===== config.mk =====
export PLATFORM = sky130hd
export DESIGN_NAME = segment_transition_flat
export DESIGN_NICKNAME = d
export VERILOG_FILES = /design/src/rtl/segment_transition_pkg.sv /design/src/rtl/segment_transition_if.sv /design/src/rtl/segment_transition_gpio_sync_edge.sv /design/src/rtl/segment_transition.sv /design/src/flat_wrapper.sv
export SDC_FILE = /design/constraint.sdc
export NUM_CORES = 1
export LEC_CHECK = 0
export CAP_MARGIN = 10
export CELL_PAD_IN_SITES_DETAIL_PLACEMENT = 0
export CELL_PAD_IN_SITES_GLOBAL_PLACEMENT = 1
export CORE_MARGIN = 2
export CORE_UTILIZATION = 36
export DETAILED_ROUTE_END_ITERATION = 7
export PLACE_DENSITY = 0.87
export SLEW_MARGIN = 20
export SYNTH_ARGS = -nofsm -noshare
export SYNTH_HDL_FRONTEND = slang
export SYNTH_SLANG_ARGS = --single-unit

===== constraint.sdc =====
create_clock -name CLK -period 6.7 [get_ports CLK]
set_clock_uncertainty 0.15 [all_clocks]
set_input_delay 1.34 -clock CLK [delete_from_list [all_inputs] [get_ports CLK]]
set_output_delay 1.34 -clock CLK [all_outputs]
set_load 0.03 [all_outputs]

===== src/rtl/segment_transition_pkg.sv =====
// Shared types and constants for the segment transition controller.
// Mode encodings match the controller register file's transition_mode_t.
package segment_transition_pkg;

  localparam int RepWidthDef        = 16;
  localparam int SysTimeWidthDef    = 56;
  localparam int TransValueWidthDef = 64;

  localparam logic [RepWidthDef-1:0] RepInfinite = '1;

  typedef enum logic [7:0] {
    MODE_SYNC_IDX = 8'h00,
    MODE_SYS_TIME = 8'h01,
    MODE_GPIO     = 8'h02,
    MODE_EXT      = 8'hF0
  } transition_mode_t;

  typedef enum logic [2:0] {
    IDLE,
    WAIT_SYNC,
    WAIT_TIME,
    WAIT_GPIO,
    EXT_RUN
  } transition_state_t;

  function automatic logic is_known_mode(input logic [7:0] mode);
    return (mode == MODE_SYNC_IDX) || (mode == MODE_SYS_TIME) ||
           (mode == MODE_GPIO)     || (mode == MODE_EXT);
  endfunction

endpackage


===== src/rtl/segment_transition_if.sv =====
// Request/status bundle between the controller register file (master)
// and the segment transition block (slave).
interface segment_transition_if #(
  parameter int RepWidth        = 16,
  parameter int SysTimeWidth    = 56,
  parameter int TransValueWidth = 64
);
  logic                       UPDATE;
  logic                       REQ_SEGMENT;
  logic [7:0]                 TRANSITION_MODE;
  logic [TransValueWidth-1:0] TRANSITION_VALUE;
  logic [RepWidth-1:0]        REP0;
  logic [RepWidth-1:0]        REP1;
  logic [SysTimeWidth-1:0]    SYS_TIME;
  logic [1:0]                 SYNC_IDX_ZERO;
  logic                       LOOP_END;
  logic [3:0]                 GPIO_IN;
  logic                       SEGMENT;
  logic                       SWAPPED;
  logic                       STOP;
  logic [RepWidth-1:0]        LOOP_CNT;

  modport master (
    output UPDATE, REQ_SEGMENT, TRANSITION_MODE, TRANSITION_VALUE, REP0, REP1,
           SYS_TIME, SYNC_IDX_ZERO, LOOP_END, GPIO_IN,
    input  SEGMENT, SWAPPED, STOP, LOOP_CNT
  );

  modport slave (
    input  UPDATE, REQ_SEGMENT, TRANSITION_MODE, TRANSITION_VALUE, REP0, REP1,
           SYS_TIME, SYNC_IDX_ZERO, LOOP_END, GPIO_IN,
    output SEGMENT, SWAPPED, STOP, LOOP_CNT
  );
endinterface


===== src/rtl/segment_transition_gpio_sync_edge.sv =====
// Two-flop synchroniser for the asynchronous GPIO inputs plus a rising-edge
// detector; o_rise is combinational from the synchronised and previous bits.
module gpio_sync_edge (
  input  logic       CLK,
  input  logic       RST_N,
  input  logic [3:0] i_gpio,
  output logic [3:0] o_rise
);
  logic [3:0] r_sync1;
  logic [3:0] r_sync2;
  logic [3:0] r_prev;

  always_ff @(posedge CLK or negedge RST_N) begin
    if (!RST_N) begin
      r_sync1 <= '0;
      r_sync2 <= '0;
      r_prev  <= '0;
    end else begin
      r_sync1 <= i_gpio;
      r_sync2 <= r_sync1;
      r_prev  <= r_sync2;
    end
  end

  assign o_rise = r_sync2 & ~r_prev;
endmodule


===== src/rtl/segment_transition.sv =====
// Chooses the active memory segment and when it changes: deferred swaps on
// sync/time/GPIO triggers, immediate swap plus auto-alternation in EXT mode.
module segment_transition
  import segment_transition_pkg::*;
#(
  parameter int RepWidth        = RepWidthDef,
  parameter int SysTimeWidth    = SysTimeWidthDef,
  parameter int TransValueWidth = TransValueWidthDef
) (
  input logic                 CLK,
  input logic                 RST_N,
  segment_transition_if.slave bus
);
  localparam logic [RepWidth-1:0] RepAllOnes = '1;

  transition_state_t       r_state;
  transition_state_t       w_state_next;
  logic                    r_req_seg;
  logic [7:0]              r_mode;
  logic [SysTimeWidth-1:0] r_time_target;
  logic [1:0]              r_gpio_sel;
  logic                    r_segment, w_segment_next;
  logic                    r_swapped, w_swapped_next;
  logic                    r_stop, w_stop_next;
  logic [RepWidth-1:0]     r_loop_cnt, w_loop_cnt_next;

  logic                    w_update_ok;
  logic                    w_trigger;
  logic [3:0]              w_gpio_rise;
  logic [RepWidth-1:0]     w_rep_cur;
  logic                    w_rep_finite;
  logic                    w_at_rep;
  logic [RepWidth-1:0]     w_cnt_inc;

  gpio_sync_edge u_gpio_sync_edge (
    .CLK    (CLK),
    .RST_N  (RST_N),
    .i_gpio (bus.GPIO_IN),
    .o_rise (w_gpio_rise)
  );

  assign w_update_ok  = bus.UPDATE && is_known_mode(bus.TRANSITION_MODE);
  assign w_rep_cur    = r_segment ? bus.REP1 : bus.REP0;
  assign w_rep_finite = (w_rep_cur != RepAllOnes);
  assign w_at_rep     = w_rep_finite && (r_loop_cnt == w_rep_cur);
  assign w_cnt_inc    = (r_loop_cnt == RepAllOnes) ? r_loop_cnt : r_loop_cnt + 1'b1;

  always_comb begin
    w_trigger = 1'b0;
    case (r_state)
      WAIT_SYNC: w_trigger = bus.SYNC_IDX_ZERO[r_req_seg];
      WAIT_TIME: w_trigger = (bus.SYS_TIME >= r_time_target);
      WAIT_GPIO: w_trigger = w_gpio_rise[r_gpio_sel];
      default:   w_trigger = 1'b0;
    endcase
  end

  always_ff @(posedge CLK or negedge RST_N) begin
    if (!RST_N) begin
      r_state       <= IDLE;
      r_req_seg     <= 1'b0;
      r_mode        <= 8'h00;
      r_time_target <= '0;
      r_gpio_sel    <= 2'd0;
      r_segment     <= 1'b0;
      r_swapped     <= 1'b0;
      r_stop        <= 1'b0;
      r_loop_cnt    <= '0;
    end else begin
      r_state    <= w_state_next;
      r_segment  <= w_segment_next;
      r_swapped  <= w_swapped_next;
      r_stop     <= w_stop_next;
      r_loop_cnt <= w_loop_cnt_next;
      if (w_update_ok) begin
        r_req_seg     <= bus.REQ_SEGMENT;
        r_mode        <= bus.TRANSITION_MODE;
        r_time_target <= bus.TRANSITION_VALUE[SysTimeWidth-1:0];
        r_gpio_sel    <= bus.TRANSITION_VALUE[1:0];
      end
    end
  end

  always_comb begin
    w_state_next = r_state;
    if (w_update_ok) begin
      case (bus.TRANSITION_MODE)
        MODE_SYNC_IDX: w_state_next = WAIT_SYNC;
        MODE_SYS_TIME: w_state_next = WAIT_TIME;
        MODE_GPIO:     w_state_next = WAIT_GPIO;
        default:       w_state_next = EXT_RUN;
      endcase
    end else if (w_trigger) begin
      w_state_next = IDLE;
    end
  end

  // A valid UPDATE masks any trigger in the same cycle; only EXT swaps at once.
  always_comb begin
    w_segment_next  = r_segment;
    w_swapped_next  = 1'b0;
    w_stop_next     = r_stop;
    w_loop_cnt_next = r_loop_cnt;
    if (w_update_ok) begin
      if (bus.TRANSITION_MODE == MODE_EXT) begin
        w_segment_next  = bus.REQ_SEGMENT;
        w_swapped_next  = 1'b1;
        w_stop_next     = 1'b0;
        w_loop_cnt_next = '0;
      end
    end else if (w_trigger) begin
      w_segment_next  = r_req_seg;
      w_swapped_next  = 1'b1;
      w_stop_next     = 1'b0;
      w_loop_cnt_next = '0;
    end else if (bus.LOOP_END) begin
      if (r_state == IDLE && !r_stop) begin
        if (w_at_rep) w_stop_next = 1'b1;
        else          w_loop_cnt_next = w_cnt_inc;
      end else if (r_state == EXT_RUN) begin
        if (w_at_rep) begin
          w_segment_next  = ~r_segment;
          w_swapped_next  = 1'b1;
          w_loop_cnt_next = '0;
        end else begin
          w_loop_cnt_next = w_cnt_inc;
        end
      end
    end
  end

  assign bus.SEGMENT  = r_segment;
  assign bus.SWAPPED  = r_swapped;
  assign bus.STOP     = r_stop;
  assign bus.LOOP_CNT = r_loop_cnt;
endmodule


===== src/flat_wrapper.sv =====
// flat-port wrapper written by rule: the top's interface ports become plain ports
module segment_transition_flat import segment_transition_pkg::*;
#(
  parameter int RepWidth        = RepWidthDef,
  parameter int SysTimeWidth    = SysTimeWidthDef,
  parameter int TransValueWidth = TransValueWidthDef
)
  (CLK, RST_N, bus_UPDATE, bus_REQ_SEGMENT, bus_TRANSITION_MODE, bus_TRANSITION_VALUE, bus_REP0, bus_REP1, bus_SYS_TIME, bus_SYNC_IDX_ZERO, bus_LOOP_END, bus_GPIO_IN, bus_SEGMENT, bus_SWAPPED, bus_STOP, bus_LOOP_CNT);
  segment_transition_if #(.RepWidth(RepWidth), .SysTimeWidth(SysTimeWidth), .TransValueWidth(TransValueWidth)) bus_i ();
  input logic CLK;
  input logic RST_N;
  input wire logic [$bits(bus_i.UPDATE)-1:0] bus_UPDATE;
  input wire logic [$bits(bus_i.REQ_SEGMENT)-1:0] bus_REQ_SEGMENT;
  input wire logic [$bits(bus_i.TRANSITION_MODE)-1:0] bus_TRANSITION_MODE;
  input wire logic [$bits(bus_i.TRANSITION_VALUE)-1:0] bus_TRANSITION_VALUE;
  input wire logic [$bits(bus_i.REP0)-1:0] bus_REP0;
  input wire logic [$bits(bus_i.REP1)-1:0] bus_REP1;
  input wire logic [$bits(bus_i.SYS_TIME)-1:0] bus_SYS_TIME;
  input wire logic [$bits(bus_i.SYNC_IDX_ZERO)-1:0] bus_SYNC_IDX_ZERO;
  input wire logic [$bits(bus_i.LOOP_END)-1:0] bus_LOOP_END;
  input wire logic [$bits(bus_i.GPIO_IN)-1:0] bus_GPIO_IN;
  output wire logic [$bits(bus_i.SEGMENT)-1:0] bus_SEGMENT;
  output wire logic [$bits(bus_i.SWAPPED)-1:0] bus_SWAPPED;
  output wire logic [$bits(bus_i.STOP)-1:0] bus_STOP;
  output wire logic [$bits(bus_i.LOOP_CNT)-1:0] bus_LOOP_CNT;
  assign bus_i.UPDATE = bus_UPDATE;
  assign bus_i.REQ_SEGMENT = bus_REQ_SEGMENT;
  assign bus_i.TRANSITION_MODE = bus_TRANSITION_MODE;
  assign bus_i.TRANSITION_VALUE = bus_TRANSITION_VALUE;
  assign bus_i.REP0 = bus_REP0;
  assign bus_i.REP1 = bus_REP1;
  assign bus_i.SYS_TIME = bus_SYS_TIME;
  assign bus_i.SYNC_IDX_ZERO = bus_SYNC_IDX_ZERO;
  assign bus_i.LOOP_END = bus_LOOP_END;
  assign bus_i.GPIO_IN = bus_GPIO_IN;
  assign bus_SEGMENT = bus_i.SEGMENT;
  assign bus_SWAPPED = bus_i.SWAPPED;
  assign bus_STOP = bus_i.STOP;
  assign bus_LOOP_CNT = bus_i.LOOP_CNT;
  segment_transition #(.RepWidth(RepWidth), .SysTimeWidth(SysTimeWidth), .TransValueWidth(TransValueWidth)) u_core (.CLK(CLK), .RST_N(RST_N), .bus(bus_i));
endmodule

==> results.md, run 1 <==
* Synth warn at 0
* Die Ht at approximately 130 um
* Worst r2r src: u_core.r_time_target[15]
* Cells after Synth at 620
* Cts bufs inserted at 9
* Main combinational cell family by area after synthesis: compound AO/OA/AOI/OAI gates
* Vias at around 5.1k
* First-pass GRT wire length at about 24 mm
* Share of cells above drive strength 1 at under 10%
* Starting density of the core at a little under two fifths
* Final Hold Fails at 0
* Crit Reg-Reg Endpoint: u_core.bus.LOOP_CNT[1]
* Status: complete, no violations
* Post-synth EDFFs at 0
* Die Wd at about 130 um
* NetSw at 660 uW
* R2R cell count at 11
* I/O pins at 190
* Worst vdd ir at 216 uV
* Root Buffer: clkbuf_16
* P_leak at about 3.5 nW
* Clk slew on worst S/H paths at roughly 0.070 ns
* Placeable Area at around 15000 sq um
* Count of input and output buffers at between 150 and 200
* Synth Area in Adders at roughly 13%
* Post-synth top cells: 91 x dfrtp_1, 84 x nand2_1, 80 x o21ai_0, 69 x inv_1, 57 x ha_1
* Post-synth top area share at roughly 41%
* Hold Slack at approximately 0.20 ns
* Max Cap Viol at 0
* Hold path cells at 0
* Crit end category: flip-flop
* Rel. slew slack at 53.9%
* Quantity of gates resized following cts at 0
* Comb power frac at between 30% and 40%
* Clock latency on the worst-skew pair at roughly 0.35 ns
* Antenna diodes at 0
* Post-synthesis mux area share at under 10%
* Fin crit period at approximately 4.3 ns
* Synth area leader: dfrtp_1
* Routed wire length at approximately 15 mm
* Crit path arrival time at ~4.5 ns
* Clock Power Share at 30.6%
* Clock tree buffer depth at 2
* Main synth FF type: dfrtp_1
* Seq/Total Area, Yosys at between 40 and 50%
* Switching share of power at approximately a third
* Final setup viols at 0
* Post-synthesis xor/xnor area fraction at about 2.7%
* Worst Tran Pin Value at approximately 0.69 ns
* Initial antenna violation count at 0
* Cell Pwr Density at approximately 260 nW/um^2
* CTS tree: done
* Post-DRT Antenna Nets at 0
* Fin Setup TNS at 0 ns
* Worst reg-to-reg setup slack at approximately 3.5 ns
* Unrepaired setup endpoints after global routing: false
* Simple-Gate Fraction of Synth Area at between 10% and 20%
* Avg Cell Area, Syn at roughly 9 sq um
* Pre-CTS setup slack at 2.07 ns
* Dpl hpwl at between 10 and 15 mm
* Max Clk Rate at about 0.23 GHz
* Gr usage total at between 10% and 20%
* Data required, critical path at around 6.8 ns
* Initial DRC count at between 200 and 250
* Async set or reset register ratio after synthesis at 100%
* Hold EP: u_core.u_gpio_sync_edge.r_sync2[1]
* TritonCTS Sinks at 91
* Largest net degree at the start of global routing at 80
* Worst min-delay path startpoint: u_core.u_gpio_sync_edge.r_sync1[1]
* Top-count cell post-synth: dfrtp_1
* Routed len/inst at 15.5 um
* Post-CTS Hold Fix Bufs at 0
* Max Slew Vio Count at 0
* Crit path kind: input pin to flip-flop
* Fin crit share at approximately 65%
* Residual DRC at 0
* Synth-to-layout area growth at 41.7%
* DR vias/cell at just over 5
* Netlist cell types at 56
* Worst Hold Class: flip-flop to flip-flop
* Post-synthesis compound-gate area fraction at about 18%
* Fillers at 1378
* # Post-CTS Setup Buffers at 0
* Htree depth at 3
* GPL Wtd Cong at ~0.86
* Critical path fanouts, max at 21
* Vias in the first global route at between 5k and 6k
* Post-Syn Area at between 5000 and 6000 sq um
* Row cnt at 45
* Int Power at 1.39 mW
* Number of synthesized register bits at 91
* Synth area leaders: dfrtp_1 41%, ha_1 13%, o21ai_0 7.2%, nand2_1 5.7%, inv_1 4.7%
* Seq pwr share at 36.4%
* Setup crit start kind: input pin
* DIE AREA at between 15000 and 20000 sq um
* Nets at 1020
* Overflow after GRT at 0
* Pre-antenna DRT Iters at 4
* Syn Nets at around 850
* Final WS setup at about 2.4 ns
## registers in the layout (all words and copies together), names as in the netlist, 3 cells and up
| register | flops |
|---|---|
| u_core.u_gpio_sync_edge.r_prev | 4 |
| u_core.u_gpio_sync_edge.r_sync1 | 4 |
| u_core.r_time_target | 55 |
| u_core.r_state | 3 |
| u_core.u_gpio_sync_edge.r_sync2 | 4 |
| u_core.bus.LOOP_CNT | 16 |
## layer usage
metal	wire, um	global-route usage [%]	up-vias	part of all wire [%]
met1	6540	22.8	2402	43
met2	7690	33.0	117	50
met4	208	5.82	0	1.4
met5	0	0	-	0
li1	-	-	2519	-
met3	808	4.16	14	5.3
## cell type report
cell class	count	area (sq um)	area share [%]
repair buffers	184	1830	23.2
well taps	188	235	2.98
inverters	69	259	3.28
multi-input cells	437	2920	37.0
clock inverters	7	139	1.76
clock buffers	9	225	2.85
flip-flops and latches	91	2280	28.9
## critical path: stages
cell             delay (ns)
clkdlybuf4s50_1        0.45
ha_1                   0.32
nand4_1                0.13
nor4_1                 0.51
nand2b_1               0.12
a21oi_1                0.23
o31ai_2                0.09
o211ai_2               0.16
o211a_2                0.50
nor2b_4                0.39
a32o_1                 0.21
## cells in the final DEF, fill, tap and decap left out, types with 2 or more instances in the layout
cell type / n
and3_1: 5
xor2_1: 6
nor2b_1: 6
o21ai_0: 80
a221o_1: 2
o22ai_1: 3
a31oi_1: 3
a21o_1: 6
nor3_1: 13
inv_1: 69
nand2b_1: 4
clkinv_2: 2
nor2_1: 20
nand3b_1: 2
buf_4: 4
nor4_1: 5
dfrtp_1: 90
mux2i_1: 15
a21oi_1: 39
xnor2_1: 11
a31o_1: 4
mux2_2: 2
nand3_1: 9
nand4_1: 24
clkdlybuf4s50_1: 180
nand2_1: 84
bufinv_16: 4
a22o_1: 8
clkbuf_16: 9
ha_1: 57
a32oi_1: 2
## stage by stage
| step | cell area [sq um] | cells | power, mW | utilization (%) |
|---|---|---|---|---|
| 3_5_place_dp | 7520 | 969 | 1.43 | 49.7 |
| 6_report | 7890 | 985 | 2.05 | 52.1 |
| 2_1_floorplan | 5570 | 620 | 1.18 | - |
| 4_1_cts | 7890 | 985 | 2.07 | 52.1 |
| 5_1_grt | 7890 | 985 | 2.18 | 52.1 |
| 3_3_place_gp | 7520 | 969 | 1.40 | 49.7 |
## worst max path at each step
stage	startpoint	endpoint	slack, ns	cells after the start
floorplan	bus_SYS_TIME[25]	u_core.bus.LOOP_CNT[8]	2.88	10
global placement	bus_SYS_TIME[15]	u_core.bus.LOOP_CNT[1]	2.11	11
detailed placement	bus_SYS_TIME[29]	u_core.bus.LOOP_CNT[1]	2.07	11
CTS	bus_SYS_TIME[18]	u_core.bus.LOOP_CNT[1]	2.37	11
global route	bus_SYS_TIME[22]	u_core.bus.LOOP_CNT[1]	2.12	11
finish	bus_SYS_TIME[18]	u_core.bus.LOOP_CNT[1]	2.37	11
## power by group through the flow
stage	clock network (mW)	logic, mW	registers, mW
after global routing	0.659	0.755	0.762
after detailed placement	0	0.673	0.757
final	0.626	0.675	0.746
after CTS	0.640	0.680	0.747
after global placement	0	0.647	0.753
after floorplan	0	0.425	0.750
## cell families (layout without fill, tap and decap cells)
group	after synthesis	after routing
and+or+nand+nor	181	181
AOI/OAI and AO/OA	165	165
buffers and inverters	92	269
DFF	91	91
adders and majority gates	57	57
xor gates and xnor gates	17	17
muxes	17	17
Power figures use the tool's default switching activity.
==> run 2: changes to the inputs <==
CORE_UTILIZATION = 31   (was 36)
PLACE_DENSITY = 0.79   (was 0.87)
clock period = 3.52 ns   (was 6.7 ns; I/O delays follow)
==> results.md, run 2 (synthesis gave the netlist of run 1 again) <==
* Status: complete, no violations
* Hold Slack at a little over 0.2 ns
* Final setup viols at 0
* First-pass GRT wire length at ~25 mm
* Vias at 4982
* Largest net degree at the start of global routing at 71
* Placeable Area at around 18000 sq um
* Htree depth at 3
* Die Wd at around 140 um
* Worst r2r src: u_core.r_time_target[25]
* Crit Reg-Reg Endpoint: u_core.bus.LOOP_CNT[1]
* Cts bufs inserted at 9
* Bufs and invs on worst path at 2
* Vias in the first global route at about 5.0k
* Worst Tran Pin Value at just under 0.7 ns
* Fillers at between 1.5k and 2k
* Hold path cells at 0
* Slowest CP cell: clkdlybuf4s50_1
* Most used routing layer: met2
* Fin cells at between 1k and 1.5k
* I/O pins at 190
* Routed wire length at between 10 and 15 mm
* Cell Pwr Density at 467 nW/um^2
* Worst Hold Class: flip-flop to flip-flop
* GPL Wtd Cong at between 0.8 and 0.9
* Root Buffer: clkbuf_16
* P_leak at roughly 3.6 nW
* Most used cell, CP: a221o_1
* TritonCTS Sinks at 91
* DR vias/cell at roughly 4.8
* Commonest non-fill, non-tap cell in the layout: clkdlybuf4s50_1
* Layout Utilization at approximately 46%
* Data required, critical path at roughly 3.6 ns
* Crit end category: flip-flop
* Number of flip-flops in the largest register at between 50 and 60
* Critical Path Max Stage Delay at 0.41 ns
* Hold EP: u_core.u_gpio_sync_edge.r_sync2[2]
* Row cnt at 49
* Overflow after GRT at 0
* Dpl hpwl at around 12 mm
* FF/Latch Area at 2280 sq um
* Routed len/inst at 14.2 um
* CTS tree: done
* Max Slew Vio Count at 0
* Cell family with most CP delay: compound AO/OA/AOI/OAI gates
* Multi-input gate area at between 2000 and 3000 sq um
* R2R cell count at 11
* Residual DRC at 0
* CP cell instances: clkdlybuf4s50_1, ha_1, a21o_1, a221o_1, a221o_1, o31ai_2, o211ai_2, o211a_4, nor2b_4, buf_12, a32o_1
* Crit path kind: input pin to flip-flop
* Synth-to-layout area growth at 45.5%
* Die Ht at ~140 um
* Pre-antenna DRT Iters at 6
* Met2 Use GR at approximately a quarter
* Nets at roughly 1.0k
* Worst min-delay path startpoint: u_core.u_gpio_sync_edge.r_sync1[2]
* Unrepaired setup endpoints after global routing: false
* Rel. slew slack at 54.7%
* Post-DRT Antenna Nets at 0
* Top reg by flops: u_core.r_time_target
* Gr usage total at around 16%
* Clock tree buffer depth at 2
* Post-CTS Hold Fix Bufs at 0
* Crit path arrival time at approximately 3.5 ns
* Clk slew on worst S/H paths at ~0.06 ns
* Initial DRC count at around 190
* Max Clk Rate at 0.295 GHz
* Met3 Resource Use GR at roughly 3.4%
* Starting density of the core at a little under a third
* Global Route met1 Usage at between 20% and 30%
* Final Hold Fails at 0
* Most frequent cells in the layout: 180 x clkdlybuf4s50_1, 91 x dfrtp_1, 84 x nand2_1, 80 x o21ai_0, 69 x inv_1
* Antenna diodes at 0
* Final Cell Area at between 8000 and 9000 sq um
* Count of input and output buffers at 181
* DP Area at 7740 sq um
* Max Cap Viol at 0
* Fin crit period at ~3.4 ns
* DIE AREA at about 19000 sq um
* Setup crit start kind: input pin
* Critical path fanouts, max at 11
* Worst reg-to-reg setup slack at about 0.54 ns
* Share of cells above drive strength 1 at under 10%
* Inst Count DP at around 1.0k
* Initial antenna violation count at 0
* Total chip power at 3.78 mW
* Fin crit share at 96.4%
* Clock latency on the worst-skew pair at 0.34 ns
* Worst vdd ir at around 230 uV
-- run 2: cell count changes in the layout (fill, tap and decap cells not counted), sizes merged --
cell,delta
buf,+20
clkbuf,+2
clkinv,+1
bufinv,-3
-- run 2: layout make-up --
class	count	share of cell area [%]
inverter	69	3.20
clock buffer	11	3.12
timing repair buffer	204	24.9
tap	229	3.54
clock inverter	5	0.741
multi-input combinational	437	36.4
sequential	91	28.1
-- run 2: per-stage QoR --
step | TNS, ns | worst slack (ns)
after floorplan | 0 | 0.335
after global placement | -3.78 | -0.273
after detailed placement | -4.31 | -0.309
after CTS | 0 | 0.0584
after global routing | 0 | 0.00677
final | 0 | 0.127
-- run 2: worst register-to-register path: stages (launching register included) --
cell      delay, ns
dfrtp_1        0.36
inv_1          0.07
ha_1           0.24
a21o_1         0.16
a221o_1        0.32
a221o_1        0.32
o31ai_2        0.23
o211ai_2       0.20
o211a_4        0.28
nor2b_4        0.13
buf_12         0.14
a32o_1         0.25
-- run 2: worst max path at each step --
stage,startpoint,end,cells after the start
3_5_place_dp,bus_SYS_TIME[25],u_core.bus.LOOP_CNT[1],10
5_1_grt,bus_SYS_TIME[25],u_core.bus.LOOP_CNT[11],11
4_1_cts,bus_SYS_TIME[25],u_core.bus.LOOP_CNT[1],10
3_3_place_gp,bus_SYS_TIME[25],u_core.bus.LOOP_CNT[1],10
6_report,bus_SYS_TIME[25],u_core.bus.LOOP_CNT[1],11
2_1_floorplan,bus_SYS_TIME[25],u_core.bus.LOOP_CNT[8],10
-- run 2: report_power, final --
group          internal [mW]  total (mW)  switching [mW]  leakage [nW]
logic                  0.690        1.39           0.698          2.41
registers               1.24        1.38           0.133          1.03
clock network          0.593        1.02           0.423         0.157
total                   2.53        3.78            1.25          3.59
-- run 2: per-layer routing --
metal,vias to the layer above,wire [um]
li1,2558,-
met1,2279,6910
met2,125,6790
met3,20,863
met4,0,313
met5,-,0
-- run 2: timing repair --
item	CTS	global route
setup buffers	0	2
setup endpoints to repair	0	14
gates resized for setup	0	4
==> run 3: changes to the inputs <==
ABC_CLOCK_PERIOD_IN_PS = 3520   (was unset)
==> results of run 3 <==
The final DEF is identical to that of run 2; final timing and power are the same.
